===== config.mk =====
export PLATFORM = sky130hd
export DESIGN_NAME = wfg_stim_sine_sweep_ctrl
export DESIGN_NICKNAME = d
export VERILOG_FILES = /design/src/rtl/wfg_stim_sine_sweep_ctrl.sv
export SDC_FILE = /design/constraint.sdc
export NUM_CORES = 1
export LEC_CHECK = 0
export ABC_AREA = 1
export BUFFER_PORTS_ARGS = -buffer_cell sky130_fd_sc_hd__buf_2
export CAP_MARGIN = 5
export CORE_MARGIN = 4
export CORE_UTILIZATION = 55
export CTS_BUF_LIST = sky130_fd_sc_hd__clkbuf_4 sky130_fd_sc_hd__clkbuf_8
export DETAILED_ROUTE_END_ITERATION = 16
export PLACE_DENSITY = 0.77
export RECOVER_POWER = 25
export SLEW_MARGIN = 20
export SYNTH_ARGS = -nofsm -noshare
export SYNTH_HDL_FRONTEND = slang
export SYNTH_SLANG_ARGS = --single-unit

===== constraint.sdc =====
create_clock -name clk -period 4.8 [get_ports clk]
set_clock_uncertainty 0.2 [all_clocks]
set_input_delay 0.96 -clock clk [delete_from_list [all_inputs] [get_ports clk]]
set_output_delay 0.96 -clock clk [all_outputs]
set_load 0.01 [all_outputs]

===== src/rtl/wfg_stim_sine_sweep_ctrl.sv =====
// Frequency-sweep sequencer: steps the wfg_stim_sine increment from start to stop, dwelling per accepted sample.
// Define WFG_SWEEP_BIDIR_EN to add cfg_bidir_i and an up-then-down (triangular) sweep.
module wfg_stim_sine_sweep_ctrl #(
    parameter int INCW   = 16,
    parameter int DWELLW = 16
) (
    input  logic              clk,
    input  logic              rst_n,
    input  logic [INCW-1:0]   cfg_start_inc_i,
    input  logic [INCW-1:0]   cfg_stop_inc_i,
    input  logic [INCW-1:0]   cfg_step_i,
    input  logic [DWELLW-1:0] cfg_dwell_i,
    input  logic              cfg_repeat_i,
`ifdef WFG_SWEEP_BIDIR_EN
    input  logic              cfg_bidir_i,
`endif
    input  logic              start_i,
    input  logic              abort_i,
    input  logic              wfg_axis_tvalid_i,
    input  logic              wfg_axis_tready_i,
    output logic              ctrl_en_o,
    output logic [INCW-1:0]   inc_val_o,
    output logic              busy_o,
    output logic              done_o
);

    typedef enum logic [1:0] {
        ST_IDLE = 2'd0,
        ST_RUN  = 2'd1,
        ST_DONE = 2'd2
    } state_t;

    state_t            r_state;
    state_t            w_state_next;

    logic [INCW-1:0]   r_start;
    logic [INCW-1:0]   r_stop;
    logic [INCW-1:0]   r_step;
    logic [DWELLW-1:0] r_dwell;
    logic              r_repeat;

    logic [INCW-1:0]   r_inc_val;
    logic [INCW-1:0]   w_inc_val_next;
    logic [DWELLW-1:0] r_count;
    logic [DWELLW-1:0] w_count_next;
    logic              r_ctrl_en;
    logic              w_ctrl_en_next;
    logic              r_busy;
    logic              w_busy_next;
    logic              r_done;
    logic              w_done_next;

    logic              w_latch;
    logic              w_accept;
    logic [DWELLW-1:0] w_dwell_eff;
    logic [DWELLW-1:0] w_count_inc;
    logic              w_dwell_hit;
    logic [INCW:0]     w_sum;
    logic              w_up_ok;
    logic              w_adv_ok;
    logic [INCW-1:0]   w_adv_val;

`ifdef WFG_SWEEP_BIDIR_EN
    logic              r_bidir;
    logic              r_dir_down;
    logic              w_dir_down_next;
    logic              w_adv_down;
    logic [INCW:0]     w_diff;
    logic              w_down_ok;
`endif

    assign w_latch     = (r_state == ST_IDLE) && start_i && !abort_i;
    assign w_accept    = wfg_axis_tvalid_i && wfg_axis_tready_i;
    // A programmed dwell of zero behaves as a dwell of one sample.
    assign w_dwell_eff = (r_dwell == '0) ? DWELLW'(1) : r_dwell;
    assign w_count_inc = r_count + DWELLW'(1);
    assign w_dwell_hit = (w_count_inc == w_dwell_eff);
    assign w_sum       = {1'b0, r_inc_val} + {1'b0, r_step};
    assign w_up_ok     = (r_step != '0) && (w_sum <= {1'b0, r_stop});

`ifdef WFG_SWEEP_BIDIR_EN
    // The borrow bit catches underflow below zero as well as falling under start.
    assign w_diff      = {1'b0, r_inc_val} - {1'b0, r_step};
    assign w_down_ok   = (r_step != '0) && !w_diff[INCW] && (w_diff[INCW-1:0] >= r_start);
`endif

    always_comb begin
        w_adv_ok  = w_up_ok;
        w_adv_val = w_sum[INCW-1:0];
`ifdef WFG_SWEEP_BIDIR_EN
        w_adv_down = 1'b0;
        if (r_dir_down) begin
            w_adv_ok   = w_down_ok;
            w_adv_val  = w_diff[INCW-1:0];
            w_adv_down = 1'b1;
        end else if (!w_up_ok && r_bidir && w_down_ok) begin
            w_adv_ok   = 1'b1;
            w_adv_val  = w_diff[INCW-1:0];
            w_adv_down = 1'b1;
        end
`endif
    end

    always_comb begin
        w_state_next   = r_state;
        w_ctrl_en_next = r_ctrl_en;
        w_busy_next    = r_busy;
        w_done_next    = 1'b0;
        w_inc_val_next = r_inc_val;
        w_count_next   = r_count;
`ifdef WFG_SWEEP_BIDIR_EN
        w_dir_down_next = r_dir_down;
`endif
        case (r_state)
            ST_IDLE: begin
                if (w_latch) begin
                    w_state_next   = ST_RUN;
                    w_ctrl_en_next = 1'b1;
                    w_busy_next    = 1'b1;
                    w_inc_val_next = cfg_start_inc_i;
                    w_count_next   = '0;
`ifdef WFG_SWEEP_BIDIR_EN
                    w_dir_down_next = 1'b0;
`endif
                end
            end
            ST_RUN: begin
                if (abort_i) begin
                    w_state_next   = ST_IDLE;
                    w_ctrl_en_next = 1'b0;
                    w_busy_next    = 1'b0;
                    w_count_next   = '0;
                end else if (w_accept) begin
                    if (!w_dwell_hit) begin
                        w_count_next = w_count_inc;
                    end else begin
                        w_count_next = '0;
                        if (w_adv_ok) begin
                            w_inc_val_next = w_adv_val;
`ifdef WFG_SWEEP_BIDIR_EN
                            w_dir_down_next = w_adv_down;
`endif
                        end else if (r_repeat) begin
                            w_inc_val_next = r_start;
`ifdef WFG_SWEEP_BIDIR_EN
                            w_dir_down_next = 1'b0;
`endif
                        end else begin
                            // inc_val is left at the final frequency.
                            w_state_next   = ST_DONE;
                            w_ctrl_en_next = 1'b0;
                            w_busy_next    = 1'b0;
                            w_done_next    = 1'b1;
                        end
                    end
                end
            end
            ST_DONE: begin
                w_state_next   = ST_IDLE;
                w_ctrl_en_next = 1'b0;
                w_busy_next    = 1'b0;
            end
            default: begin
                w_state_next   = ST_IDLE;
                w_ctrl_en_next = 1'b0;
                w_busy_next    = 1'b0;
                w_count_next   = '0;
            end
        endcase
    end

    always_ff @(posedge clk or negedge rst_n) begin
        if (!rst_n) begin
            r_state   <= ST_IDLE;
            r_ctrl_en <= 1'b0;
            r_busy    <= 1'b0;
            r_done    <= 1'b0;
            r_inc_val <= '0;
            r_count   <= '0;
`ifdef WFG_SWEEP_BIDIR_EN
            r_dir_down <= 1'b0;
`endif
        end else begin
            r_state   <= w_state_next;
            r_ctrl_en <= w_ctrl_en_next;
            r_busy    <= w_busy_next;
            r_done    <= w_done_next;
            r_inc_val <= w_inc_val_next;
            r_count   <= w_count_next;
`ifdef WFG_SWEEP_BIDIR_EN
            r_dir_down <= w_dir_down_next;
`endif
        end
    end

    // Shadow copy of the configuration so mid-sweep register writes are invisible.
    always_ff @(posedge clk or negedge rst_n) begin
        if (!rst_n) begin
            r_start  <= '0;
            r_stop   <= '0;
            r_step   <= '0;
            r_dwell  <= '0;
            r_repeat <= 1'b0;
`ifdef WFG_SWEEP_BIDIR_EN
            r_bidir  <= 1'b0;
`endif
        end else if (w_latch) begin
            r_start  <= cfg_start_inc_i;
            r_stop   <= cfg_stop_inc_i;
            r_step   <= cfg_step_i;
            r_dwell  <= cfg_dwell_i;
            r_repeat <= cfg_repeat_i;
`ifdef WFG_SWEEP_BIDIR_EN
            r_bidir  <= cfg_bidir_i;
`endif
        end
    end

    assign ctrl_en_o = r_ctrl_en;
    assign inc_val_o = r_inc_val;
    assign busy_o    = r_busy;
    assign done_o    = r_done;

endmodule


Word level (Yosys, flattened, before mapping)
Cells that the tools add are included.
{"block": "totals", "regBits": 101, "output_inout_bits": 19, "wordCells": 71, "input_bits": 71}
{"block": "op_classes", "bitwise_logic": 1, "eq_ne": 12, "magnitude_cmp": 1, "n_reduce_logical": 12, "n_addsub": 2, "muxes": 33}
{"operator": "2-to-1 mux 16 bit", "n": 11}
{"operator": "case mux 16 bit (3 select lines)", "n": 1}
{"operator": "case mux 16 bit (2 select lines)", "n": 1}
{"operator": "adder 16 x 16 -> 17 bit", "n": 1}
{"operator": "less-or-equal comparator 17 x 16 -> 1 bit", "n": 1}
{"operator": "adder 16 x 1 -> 16 bit (second input constant)", "n": 1}
{"operator": "equality test 16 bit", "n": 1}
{"operator": "zero test 16 bit", "n": 1}
{"operator": "nonzero test 16 bit", "n": 1}
{"operator": "!= test 3 bit (second input constant)", "n": 5}
{"operator": "2-to-1 mux 1 bit", "n": 12}
{"operator": "2-to-1 mux 2 bit", "n": 6}
{"operator": "!= test 2 bit (second input constant)", "n": 4}
{"operator": "AND reduction 6 bit", "n": 1}
{"operator": "AND reduction 5 bit", "n": 1}
{"operator": "logical AND 1 bit", "n": 4}
{"operator": "case mux 2 bit (2 select lines)", "n": 1}
{"operator": "AND reduction 3 bit", "n": 1}
{"operator": "equality test 2 x 1 -> 1 bit (second input constant)", "n": 1}
{"operator": "equality test 2 bit (second input constant)", "n": 1}
{"operator": "zero test 2 bit", "n": 1}
{"operator": "case mux 1 bit (2 select lines)", "n": 1}
{"operator": "nonzero test 2 bit", "n": 1}
{"operator": "zero test 1 bit", "n": 1}
{"operator": "inverter 1 bit", "n": 1}

Longest topological paths before layout
Gate-level depths: netlist of run 1.
{"block": "depth", "depth_word": 8, "mapped_depth": 30, "mapped_depth_nobuf": 29}

Worst setup path before layout of run 1
No wires, ideal clock.
{"block": "synth_timing", "path_kind": "register -> register", "startpoint": "register r_inc_val[0], in the netlist inc_val_o[0]", "endpoint": "register r_inc_val[0], in the netlist inc_val_o[0]", "arrival_ns": 3.367, "t_required_ns": 4.484, "setup_ns": 0.116, "path_buffers": 1, "path_slack_ns": 1.117, "stages_incl_launch_ff": 30, "synth_period_minus_slack_ns": 3.683, "path_cell_list": "dfrtp_1 ha_1 fa_1 nand2_1 nand2_1 o21ai_1 inv_1 nand3_1 nand3_1 xor2_1 inv_1 ha_1 nand2_1 nor2_1 inv_1 nor2_1 nand2_1 nand2_1 nand2_1 nand2_1 nand2_1 nand2_1 nand2_2 nand2_2 nand3_1 inv_1 nor2_4 buf_6 nand2_1 nand2_1"}
{"block": "synth_via", "elab_chain_cells": 8, "elab_cells_between_ends": 10, "classes_between": "add/sub: 1; order compare: 1; eq/ne: 1; mux: 5; reduce/logical: 2"}
{"item": "from (decl)", "line_no": "42", "source": "logic [INCW-1:0] r_inc_val;"}
{"item": "from (signal assigned)", "line_no": "188", "source": "r_inc_val <= w_inc_val_next;"}
{"item": "adder 16 x 16 -> 17 bit *", "line_no": "78", "source": "assign w_sum = {1'b0, r_inc_val} + {1'b0, r_step};"}
{"item": "less-or-equal comparator 17 x 16 -> 1 bit", "line_no": "79", "source": "assign w_up_ok = (r_step != '0) && (w_sum <= {1'b0, r_stop});"}
{"item": "logical AND 1 bit", "line_no": "79"}
{"item": "2-to-1 mux 16 bit", "line_no": "138", "source": "if (w_adv_ok) begin"}
{"item": "2-to-1 mux 16 bit", "line_no": "134", "source": "if (!w_dwell_hit) begin"}
{"item": "2-to-1 mux 16 bit", "line_no": "133", "source": "end else if (w_accept) begin"}
{"item": "2-to-1 mux 16 bit", "line_no": "128", "source": "if (abort_i) begin"}
{"item": "case mux 16 bit (2 select lines)", "line_no": "114", "source": "case (r_state)"}
Mark *: on every way between the ends. The rest lies on a longest branch, timed or not. The select of a mux whose other input is x is not followed.
A chain may end at the register's enable or synchronous reset.

Worst setup path after layout of run 1
{"block": "layout_timing", "startpoint": "register r_inc_val[0], in the netlist inc_val_o[0]", "endpoint": "register r_inc_val[5], in the netlist inc_val_o[5]"}
The elaborated chain is that of the path after synthesis.

==> impl_results.md, run 1 <==
* Int Power at roughly 2.5 mW
* Sink Count at 100
* Resize count post-CTS at 0
* RePlAce Congestion at 0.929
* Area Growth Syn to Fin at 11.6%
* Later-pin clock latency in the skew report at 400 ps
* CP endpoint kind: register
* Share of final-layout standard cells stronger than drive strength 1 at 14.0%
* Fin area at 7110 sq um
* Avg WL per Cell at about 14 microns
* Finish-stage setup viols at 0
* Number of endpoints with negative hold slack in the final report at 0
* First-pass DRT Iterations at 5
* Floorplan Core Area at 11400 sq um
* Remaining Overflow, GRT at 0
* Area fraction of the dominant cell type after synthesis at 39.3%
* Net Count, Synth at just over 1000
* Maximum fanout along the worst path at 18
* Most repeated library cell on the critical path: sky130_fd_sc_hd__nand2_1
* Required time of the critical path at 4940 ps
* Final sum of negative setup slack at 0 ps
* Sequential area share after synthesis at 39.3%
* Vias in the first global route at 5636
* Die width at 116 microns
* Count of synthesis-stage warnings from yosys at 0
* Clock-pin transition on the worst setup and hold timing paths at 90 ps
* TritonCTS buffer count at 9
* Post-synthesis instance total at slightly above 900
* NetSw at 2.61 mW
* Slowest cell on crit path: sky130_fd_sc_hd__fa_1
* Number of remaining DRC errors at 0
* Largest area contributor in the netlist: sky130_fd_sc_hd__dfrtp_1
* Leakage at 3.87 nW
* Antenna violations before repair at 0
* Logic gate share of total power at 61.9%
* Power per standard cell area at 722 nW/um^2
* Post-layout min period at 4290 ps
* Yosys reg bits at 100
* Peak supply drop at 0.379 mV
* Yosys cell types at 36
* Switching share of power at 50.9%
* Outcome: complete, but fails checks
* Post-layout net count at 1099
* Aggregate global-route resource usage at roughly 26%
* Start of the worst register-to-register path: inc_val_o[0]
* Starting DRC count in detailed routing at 443
* First-pass GRT wire length at 27.1 mm
* Average vias per placed instance at 5.26
* Crit Path Category: reg2reg
* Total standard cell area after synthesis at between 6000 and 7000 sq um
* Clk buf depth at 2
* Largest net degree at the start of global routing at between 100 and 150
* Highest clock rate at 0.233 GHz
* Vertical die dimension at 116 microns
* RSZ-0062 raised after global routing: no
* Row Count at 39
* I/O pins at 90
* Max_cap viols at 1
* Die Area at roughly 13000 sq um
* Antenna viol nets, final at 0
* Final number of max-transition violations at 77
* Vias post-DR at 5998
* Starting density of the core at a little under three fifths
* Source of the critical timing path: inc_val_o[0]
* Total detailed-routing wirelength at between 15 and 20 mm
* Total inserted antenna cells at 0
* Violated checks: max-capacitance violations, max-slew violations
* Data arrival time at the worst-slack endpoint at 4430 ps
* CTS H-tree depth at 3
* Slew at the pin closest to its max-slew limit at 1920 ps
* Family of cells with the greatest summed delay on the critical path: simple AND/OR/NAND/NOR gates
* Final Cycle Share at 89.4%
* TritonCTS clock tree: yes
* Type of the tightest min-delay check: reg2reg
* Commonest cells after routing, fill and taps aside: sky130_fd_sc_hd__nand2_1, sky130_fd_sc_hd__inv_1, sky130_fd_sc_hd__dfrtp_1, sky130_fd_sc_hd__nand3_1, sky130_fd_sc_hd__buf_2
* Layout fillers at 1075
* Hold_buf cts at 0
* Startpoint of the tightest hold check path: r_stop[0]
* Most frequent standard cell in the layout excluding fill and tap cells: sky130_fd_sc_hd__nand2_1
* Slowest stage delay, CP at 420 ps
* Setup crit start kind: register
* DP HPWL at 12.2 mm
* Portion of total power attributed to the clock network at 10.9%
* Buffers inserted by post-CTS timing repair at 0
* Leading cell types by total area after synthesis: sky130_fd_sc_hd__dfrtp_1, sky130_fd_sc_hd__nand2_1, sky130_fd_sc_hd__nand3_1
* Placed cell area at 6910 sq um
* Count of buffers inserted at the top-level ports at about 90
* Clk root buf: sky130_fd_sc_hd__clkbuf_8
* Slew margin rel. at -28.0%
* Average cell area after synthesis at 6.95 sq um
* Reg power frac at a little over a quarter
* Buf/Inv on CP at 4
[worst min-delay path: cells and delay by family (launching register included)]
kind	cells	cell delay [ps]
flops	1	360
simple gates	2	110
[worst paths after layout]
kind	end	slack, ps	cells after the start
worst min register to register	r_stop[0]	290	2
max in group asynchronous	r_stop[7]	2270	2
min in group asynchronous	r_dwell[10]	880	1
worst max register to register	inc_val_o[5]	510	28
worst min-delay path	r_stop[0]	290	2
worst max-delay path	inc_val_o[5]	510	28
[state kept, by name (all words and copies together), names as in the netlist]
signal,count
done_o,1
inc_val_o,16
r_count,16
r_dwell,16
r_repeat,1
r_start,16
r_state,2
r_step,16
r_stop,16
[metal layers]
| metal | routed length, microns | global-route usage (%) | up-vias |
|---|---|---|---|
| met2 | 7730 | 41.5 | 144 |
| met1 | 7310 | 35.3 | 2783 |
| met3 | 886 | 5.59 | 20 |
| met4 | 255 | 7.51 | 0 |
| met5 | 0 | 0 | - |
| li1 | - | - | 3051 |
[metrics by stage]
| step | std cells | utilization, % | hold WS [ps] | setup slack [ps] | power (mW) |
|---|---|---|---|---|---|
| 4_1_cts | 1141 | 62.5 | 298 | 540 | 5.13 |
| 3_5_place_dp | 1126 | 60.8 | 275 | 557 | 4.55 |
| 5_1_grt | 1141 | 62.5 | 325 | 36.9 | 5.71 |
| 6_report | 1141 | 62.5 | 293 | 508 | 5.13 |
| 3_3_place_gp | 1126 | 60.8 | 275 | 657 | 4.51 |
| 2_1_floorplan | 916 | - | 248 | 1120 | 3.70 |
[area by class of cell]
type	instances	area (sq um)	share of cell area [%]
well taps	143	179	2.52
flip-flops and latches	100	2500	35.2
clock inverters	2	35.0	0.493
multi-input cells	670	3300	46.5
clock buffers	13	160	2.25
repair buffers	93	475	6.69
inverters	120	450	6.34
[power by group through the flow]
| stage | combinational [mW] | clock (mW) | sequential [mW] |
|---|---|---|---|
| 2_1_floorplan | 2.33 | 0 | 1.37 |
| 3_3_place_gp | 3.11 | 0 | 1.40 |
| 3_5_place_dp | 3.14 | 0 | 1.41 |
| 4_1_cts | 3.16 | 0.570 | 1.39 |
| 5_1_grt | 3.67 | 0.603 | 1.44 |
| 6_report | 3.18 | 0.557 | 1.40 |
[cells by family (layout without fill, tap and decap cells)]
family	after synthesis	in the layout	share of synthesized area, %
simple gates	515	515	34.2
xor+xnor	14	14	1.93
compound gates	107	107	8.86
fa+ha+maj	34	34	6.80
flops	100	100	39.3
buf+inv	146	228	8.88
[synth_stat cells (all sizes together)]
| master | count |
|---|---|
| nand4 | 6 |
| a211oi | 1 |
| a22oi | 1 |
| nand3 | 91 |
| ha | 33 |
| a31oi | 2 |
| nor3 | 4 |
| xnor2 | 4 |
| clkbuf | 20 |
| o21ai | 71 |
| buf | 6 |
| o21bai | 2 |
| fa | 1 |
| nor4 | 5 |
| or2 | 1 |
| nand3b | 2 |
| nand2 | 351 |
| a21oi | 23 |
| o22ai | 7 |
| and2 | 1 |
| inv | 119 |
| clkinv | 1 |
| dfrtp | 100 |
| nor2 | 54 |
| xor2 | 10 |
Power figures use the tool's default switching activity.
==> run 2, diff against run 1 <==
- CELL_PAD_IN_SITES_DETAIL_PLACEMENT: unset -> 1
- CELL_PAD_IN_SITES_GLOBAL_PLACEMENT: unset -> 1
- CORE_UTILIZATION: 55 -> 43
- PLACE_DENSITY: 0.77 -> unset
- PLACE_DENSITY_LB_ADDON: unset -> 0.1
==> run 2 against run 1 <==
  * The run still ends with max-capacitance violations, max-slew violations left
  * Worst hold slack better by 32 ps
  * First-iteration DRC count decreased by 14%
  * Critical path depth shrank 1
  * Non-clock buffer count is 3 higher
  * Largest power group unchanged
  * Total power rose by 4.8%
  * Global-route usage decreased by 1.6 points
  * Sequential share of layout area fell by 0.38 points
  * Maximum frequency rose by 1.7%
  * Routed wire length up 21%
  * Cell count rose by 3.9%
  * Critical endpoint is now inc_val_o[1]
  * Combinational power up 6%
  * Highest routed layer unchanged
==> impl_results.md, run 2 (synthesis gave the netlist of run 1 again) <==
* Crit Path Category: reg2reg
* Peak supply drop at 0.400 mV (+5.7%)
* Count of buffers inserted at the top-level ports at 89 (unchanged)
* Slowest cell on crit path: sky130_fd_sc_hd__dfrtp_1
* Antenna violations before repair at 0 (unchanged)
* Most repeated library cell on the critical path: sky130_fd_sc_hd__nand2_1
* Total inserted antenna cells at 0 (unchanged)
* TritonCTS buffer count at 9 (unchanged)
* Die Area at 16800 sq um (+26%)
* Remaining Overflow, GRT at 0 (unchanged)
* Number of remaining DRC errors at 0 (unchanged)
* RePlAce Congestion at 0.971 (+4.6%)
* Clk root buf: sky130_fd_sc_hd__clkbuf_8
* Reg2reg path depth at 27 (-3.6%)
* Most frequent standard cell in the layout excluding fill and tap cells: sky130_fd_sc_hd__nand2_1
* Resize count post-CTS at 0 (unchanged)
* Vias in the first global route at 5962 (+5.8%)
* Setup crit start kind: register
* Highest clock rate at 0.237 GHz (+1.7%)
* Area Growth Syn to Fin at 12.8%
* Buffers inserted by post-CTS timing repair at 0 (unchanged)
* I/O pins at 90 (unchanged)
* Clk buf depth at 2 (unchanged)
* Starting density of the core at 43.8% (-12 points)
* DP HPWL at 15.5 mm (+27%)
* Die width at 130 microns (+12%)
* Leakage at 3.88 nW (+0.22%)
* Type of the tightest min-delay check: reg2reg
* Vertical die dimension at 130 microns (+12%)
* Vias post-DR at 6070 (+1.2%)
* Final Cycle Share at 87.9% (-1.5 points)
* Finish-stage setup viols at 0 (unchanged)
* First-pass GRT wire length at 31.2 mm (+15%)
* Power per standard cell area at 748 nW/um^2 (+3.6%)
* Slew at the pin closest to its max-slew limit at 2590 ps (+666 ps)
* Family of cells with the greatest summed delay on the critical path: simple AND/OR/NAND/NOR gates
* Total detailed-routing wirelength at 19.6 mm (+21%)
* Commonest cells after routing, fill and taps aside: sky130_fd_sc_hd__nand2_1, sky130_fd_sc_hd__inv_1, sky130_fd_sc_hd__dfrtp_1, sky130_fd_sc_hd__nand3_1, sky130_fd_sc_hd__buf_2
* RSZ-0062 raised after global routing: no
* Fin area at 7180 sq um (+1.1%)
* Slowest stage delay, CP at 430 ps (about the same)
* Required time of the critical path at 4950 ps (about the same)
* Starting DRC count in detailed routing at 379 (-14%)
* Sink Count at 100 (unchanged)
* Violated checks: max-capacitance violations, max-slew violations
* Final sum of negative setup slack at 0 ps (unchanged)
* Buf/Inv on CP at 3 (-1)
* Aggregate global-route resource usage at 24.2% (-1.6 points)
* Outcome: complete, but fails checks
* TritonCTS clock tree: yes
* Antenna viol nets, final at 0 (unchanged)
* First-pass DRT Iterations at 4 (-1)
* Post-layout min period at 4220 ps (-73.0 ps)
* Hold-critical path depth at 2 (unchanged)
* CP endpoint kind: register
* Number of endpoints with negative hold slack in the final report at 0 (unchanged)
* Avg WL per Cell at 16.5 microns (+17%)
* Row Count at 44 (+13%)
* Floorplan Core Area at 14500 sq um (+28%)
* Data arrival time at the worst-slack endpoint at 4370 ps (-60 ps)
* Sum of internal, switching and leakage power at 5.38 mW (+4.8%)
* Post-layout net count at 1102 (+0.27%)
* Slew margin rel. at -72.4% (-44 points)
* Average vias per placed instance at 5.12 (-2.6%)
* Max_cap viols at 1 (unchanged)
* Number of logic stages on the critical path including buffering at 27 (-3.6%)
* Maximum fanout along the worst path at 16 (-2)
* Largest net degree at the start of global routing at 110 (unchanged)
* Clock-pin transition on the worst setup and hold timing paths at 120 ps (+30 ps)
* Placed cell area at 6990 sq um (+1.1%)
* CTS H-tree depth at 3 (unchanged)
* Later-pin clock latency in the skew report at 410 ps (about the same)
* Final number of max-transition violations at 48 (-38%)
* Share of final-layout standard cells stronger than drive strength 1 at 14.3% (+0.24 points)
* Hold_buf cts at 0 (unchanged)
## run 2: cell count changes in the layout (fill, tap and decap cells not counted), sizes merged
cell	delta
clkbuf	-3
buf	+2
clkinv	+3
bufinv	-1
inv	+3
## run 2: routing by layer
metal	up-vias	track usage, %	wire length [microns]
li1	3054	-	-
met1	2884	32.1	8940
met2	106	40.1	9520
met3	26	4.82	733
met4	0	7.03	426
met5	-	0	0
## run 2: per-stage QoR
step / instances / hold WS (ps) / utilization, % / setup slack [ps]
after floorplan: 916 / 248 / - / 1120
after global placement: 1170 / 291 / 48.1 / 810
final: 1186 / 325 / 49.4 / 581
after global routing: 1186 / 356 / 49.4 / 168
after CTS: 1186 / 332 / 49.5 / 574
after detailed placement: 1170 / 303 / 48.1 / 655
## run 2: path summary, 6_finish.rpt
path                                 to  slack (ps)         start
setup / recovery           inc_val_o[1]         580  inc_val_o[0]
hold / removal               r_step[13]         320    r_step[13]
setup reg to reg           inc_val_o[1]         580  inc_val_o[0]
hold reg to reg              r_step[13]         320    r_step[13]
max in group asynchronous    r_stop[12]        1460         rst_n
min in group asynchronous    r_stop[15]        1140         rst_n
## run 2: power breakdown
part / internal [mW] / switching (mW)
combinational: 1.12 / 2.24
sequential: 1.17 / 0.267
clock: 0.207 / 0.369
total: 2.50 / 2.88
## run 2: cell type report
cell class / instances / area [sq um]
Clock inverter: 7 / 78.8
Tap cell: 184 / 230
Sequential cell: 100 / 2500
Timing Repair Buffer: 96 / 494
Multi-Input combinational cell: 670 / 3300
Inverter: 120 / 450
Fill cell: 1980 / 7350
Clock buffer: 9 / 124
## run 2: tightest hold or removal path, cell delays in order, from the launching register on
cell and delay [ps]:
sky130_fd_sc_hd__dfrtp_1 390, sky130_fd_sc_hd__nand2_1 60, sky130_fd_sc_hd__nand2_1 50
==> run 3, diff against run 2 <==
- REMOVE_ABC_BUFFERS: unset -> 1
==> run 3 against run 2 <==
  * The run still ends with max-capacitance violations, max-slew violations left
  * First-iteration DRC count is 39% lower
  * Worst hold slack got worse by 21 ps
  * Die area is the same
  * Sequential power hardly changed
  * Non-clock buffer count increased by 1
  * Global-route usage decreased by 1.2 points
  * Critical path type unchanged
  * Largest power group unchanged
==> impl_results.md, run 3 (synthesis gave the netlist of run 1 again) <==
* Outcome: complete, but fails checks
* Violated checks: max-capacitance violations, max-slew violations
* Peak supply drop at 0.320 mV (-20%)
* Finish-stage setup viols at 0 (unchanged)
* Number of remaining DRC errors at 0 (unchanged)
* Required time of the critical path at 4940 ps (about the same)
* Core utilization of the finished layout at 49.6% (+0.16 points)
* RePlAce Congestion at 0.895 (-7.8%)
* Most frequent standard cell in the layout excluding fill and tap cells: sky130_fd_sc_hd__nand2_1
* Resize count post-CTS at 0 (unchanged)
* Aggregate global-route resource usage at 22.9% (-1.2 points)
* Vertical die dimension at 130 microns (unchanged)
* Vias post-DR at 6064 (-0.099%)
* CP endpoint kind: register
* Die Area at 16800 sq um (unchanged)
* Area Growth Syn to Fin at 13.2%
* Antenna violations before repair at 0 (unchanged)
* Crit Path Category: reg2reg
* Number of endpoints with negative hold slack in the final report at 0 (unchanged)
* TritonCTS clock tree: yes
* Clk buf depth at 2 (unchanged)
* Count of buffers inserted at the top-level ports at 89 (unchanged)
* First-pass DRT Iterations at 4 (unchanged)
* Floorplan Core Area at 14500 sq um (unchanged)
* Sum of internal, switching and leakage power at 5.32 mW (-0.97%)
* Average vias per placed instance at 5.11 (-0.18%)
* Slew at the pin closest to its max-slew limit at 1810 ps (-771 ps)
* Setup crit start kind: register
* Row Count at 44 (unchanged)
* Switching share of power at 51.5% (-2.1 points)
* Logic gate share of total power at 62.2% (-0.4 points)
* Buffers inserted by post-CTS timing repair at 0 (unchanged)
* NetSw at 2.74 mW (-4.8%)
* Clock-pin transition on the worst setup and hold timing paths at 100 ps (-20 ps)
* Total inserted antenna cells at 0 (unchanged)
* Max_cap viols at 2 (+1)
* Worst setup slack after layout at 635 ps (+53.6 ps)
* I/O pins at 90 (unchanged)
* Total detailed-routing wirelength at 18.3 mm (-6.9%)
* RSZ-0062 raised after global routing: no
* Commonest cells after routing, fill and taps aside: sky130_fd_sc_hd__nand2_1, sky130_fd_sc_hd__inv_1, sky130_fd_sc_hd__dfrtp_1, sky130_fd_sc_hd__nand3_1, sky130_fd_sc_hd__buf_2
* Vias in the first global route at 6247 (+4.8%)
* Hold_buf cts at 0 (unchanged)
* First-pass GRT wire length at 30.6 mm (-1.9%)
* Clk root buf: sky130_fd_sc_hd__clkbuf_8
* Maximum fanout along the worst path at 16 (unchanged)
* Avg WL per Cell at 15.4 microns (-7.0%)
* Data arrival time at the worst-slack endpoint at 4300 ps (-70 ps)
* Post-layout net count at 1103 (+0.091%)
* Die width at 130 microns (unchanged)
* Slowest stage delay, CP at 420 ps (about the same)
* Int Power at 2.58 mW (+3.4%)
* Antenna viol nets, final at 0 (unchanged)
* Worst setup timing slack at the placement stage at 646 ps (-9.14 ps)
* Later-pin clock latency in the skew report at 390 ps (-20 ps)
* TritonCTS buffer count at 9 (unchanged)
* Power per standard cell area at 739 nW/um^2 (-1.3%)
* Remaining Overflow, GRT at 0 (unchanged)
* Highest clock rate at 0.240 GHz (+1.3%)
* CTS H-tree depth at 3 (unchanged)
* Most repeated library cell on the critical path: sky130_fd_sc_hd__nand2_1
* Starting DRC count in detailed routing at 230 (-39%)
* Sink Count at 100 (unchanged)
* Post-layout min period at 4170 ps (-53.6 ps)
* Slew margin rel. at -20.9% (+51 points)
* Largest net degree at the start of global routing at 110 (unchanged)
* Leakage at 3.89 nW (+0.24%)
* Portion of total power attributed to the clock network at 11.3% (+0.6 points)
* DP HPWL at 14.3 mm (-7.7%)
* Starting density of the core at 43.8% (unchanged)
* Final number of max-transition violations at 65 (+35%)
* Final Cycle Share at 86.8% (-1.1 points)
* Slowest cell on crit path: sky130_fd_sc_hd__dfrtp_1
* Reg power frac at 26.5% (-0.2 points)
* Type of the tightest min-delay check: reg2reg
* Share of final-layout standard cells stronger than drive strength 1 at 14.3% (about the same)
[run 3: metrics by stage]
stage | hold WS, ps | instance area (sq um) | TNS, ps | std cells
floorplan | 248 | 6250 | -305530 | 890
global placement | 287 | 7000 | 0 | 1171
detailed placement | 283 | 7000 | 0 | 1171
CTS | 286 | 7220 | 0 | 1187
global route | 339 | 7210 | 0 | 1187
finish | 304 | 7210 | 0 | 1187
[run 3: power by group through the flow]
stage               combinational (mW)  clock [mW]  sequential [mW]
floorplan                         2.28           0             1.38
global placement                  3.25           0             1.42
detailed placement                3.34           0             1.43
CTS                               3.36       0.622             1.42
global route                      3.83       0.651             1.46
finish                            3.31       0.600             1.41
[run 3: per-layer routing]
layer | vias to the layer above | GRT usage, % | part of all wire [%]
li1 | 3061 | - | -
met1 | 2887 | 28.3 | 42
met2 | 88 | 40.4 | 52
met3 | 28 | 3.79 | 3.5
met4 | 0 | 8.25 | 2.5
met5 | - | 0 | 0
[run 3: area by class of cell]
cell class	count	area (sq um)
clock inverters	4	55.1
multi-input cells	670	3300
clock buffers	12	165
inverters	120	450
flip-flops and latches	100	2500
fillers	1964	7330
repair buffers	97	500
well taps	184	230
[run 3: path summary, 6_finish.rpt]
kind                         startpoint           end  slack (ps)  depth (start not counted)
max reg2reg                inc_val_o[0]  inc_val_o[1]         630                         27
max in group asynchronous         rst_n  inc_val_o[9]        1210                          2
max                        inc_val_o[0]  inc_val_o[1]         630                         27
min                           r_stop[0]     r_stop[0]         300                          2
min reg2reg                   r_stop[0]     r_stop[0]         300                          2
min in group asynchronous         rst_n    r_dwell[2]         780                          1
[run 3: critical path: cells and delay by family, from the launching register on]
kind	cells	cell delay, ps
and+or+nand+nor	16	1530
buffers and inverters	4	320
DFF	1	420
xor gates and xnor gates	1	220
adders and majority gates	3	940
AOI/OAI and AO/OA	3	470
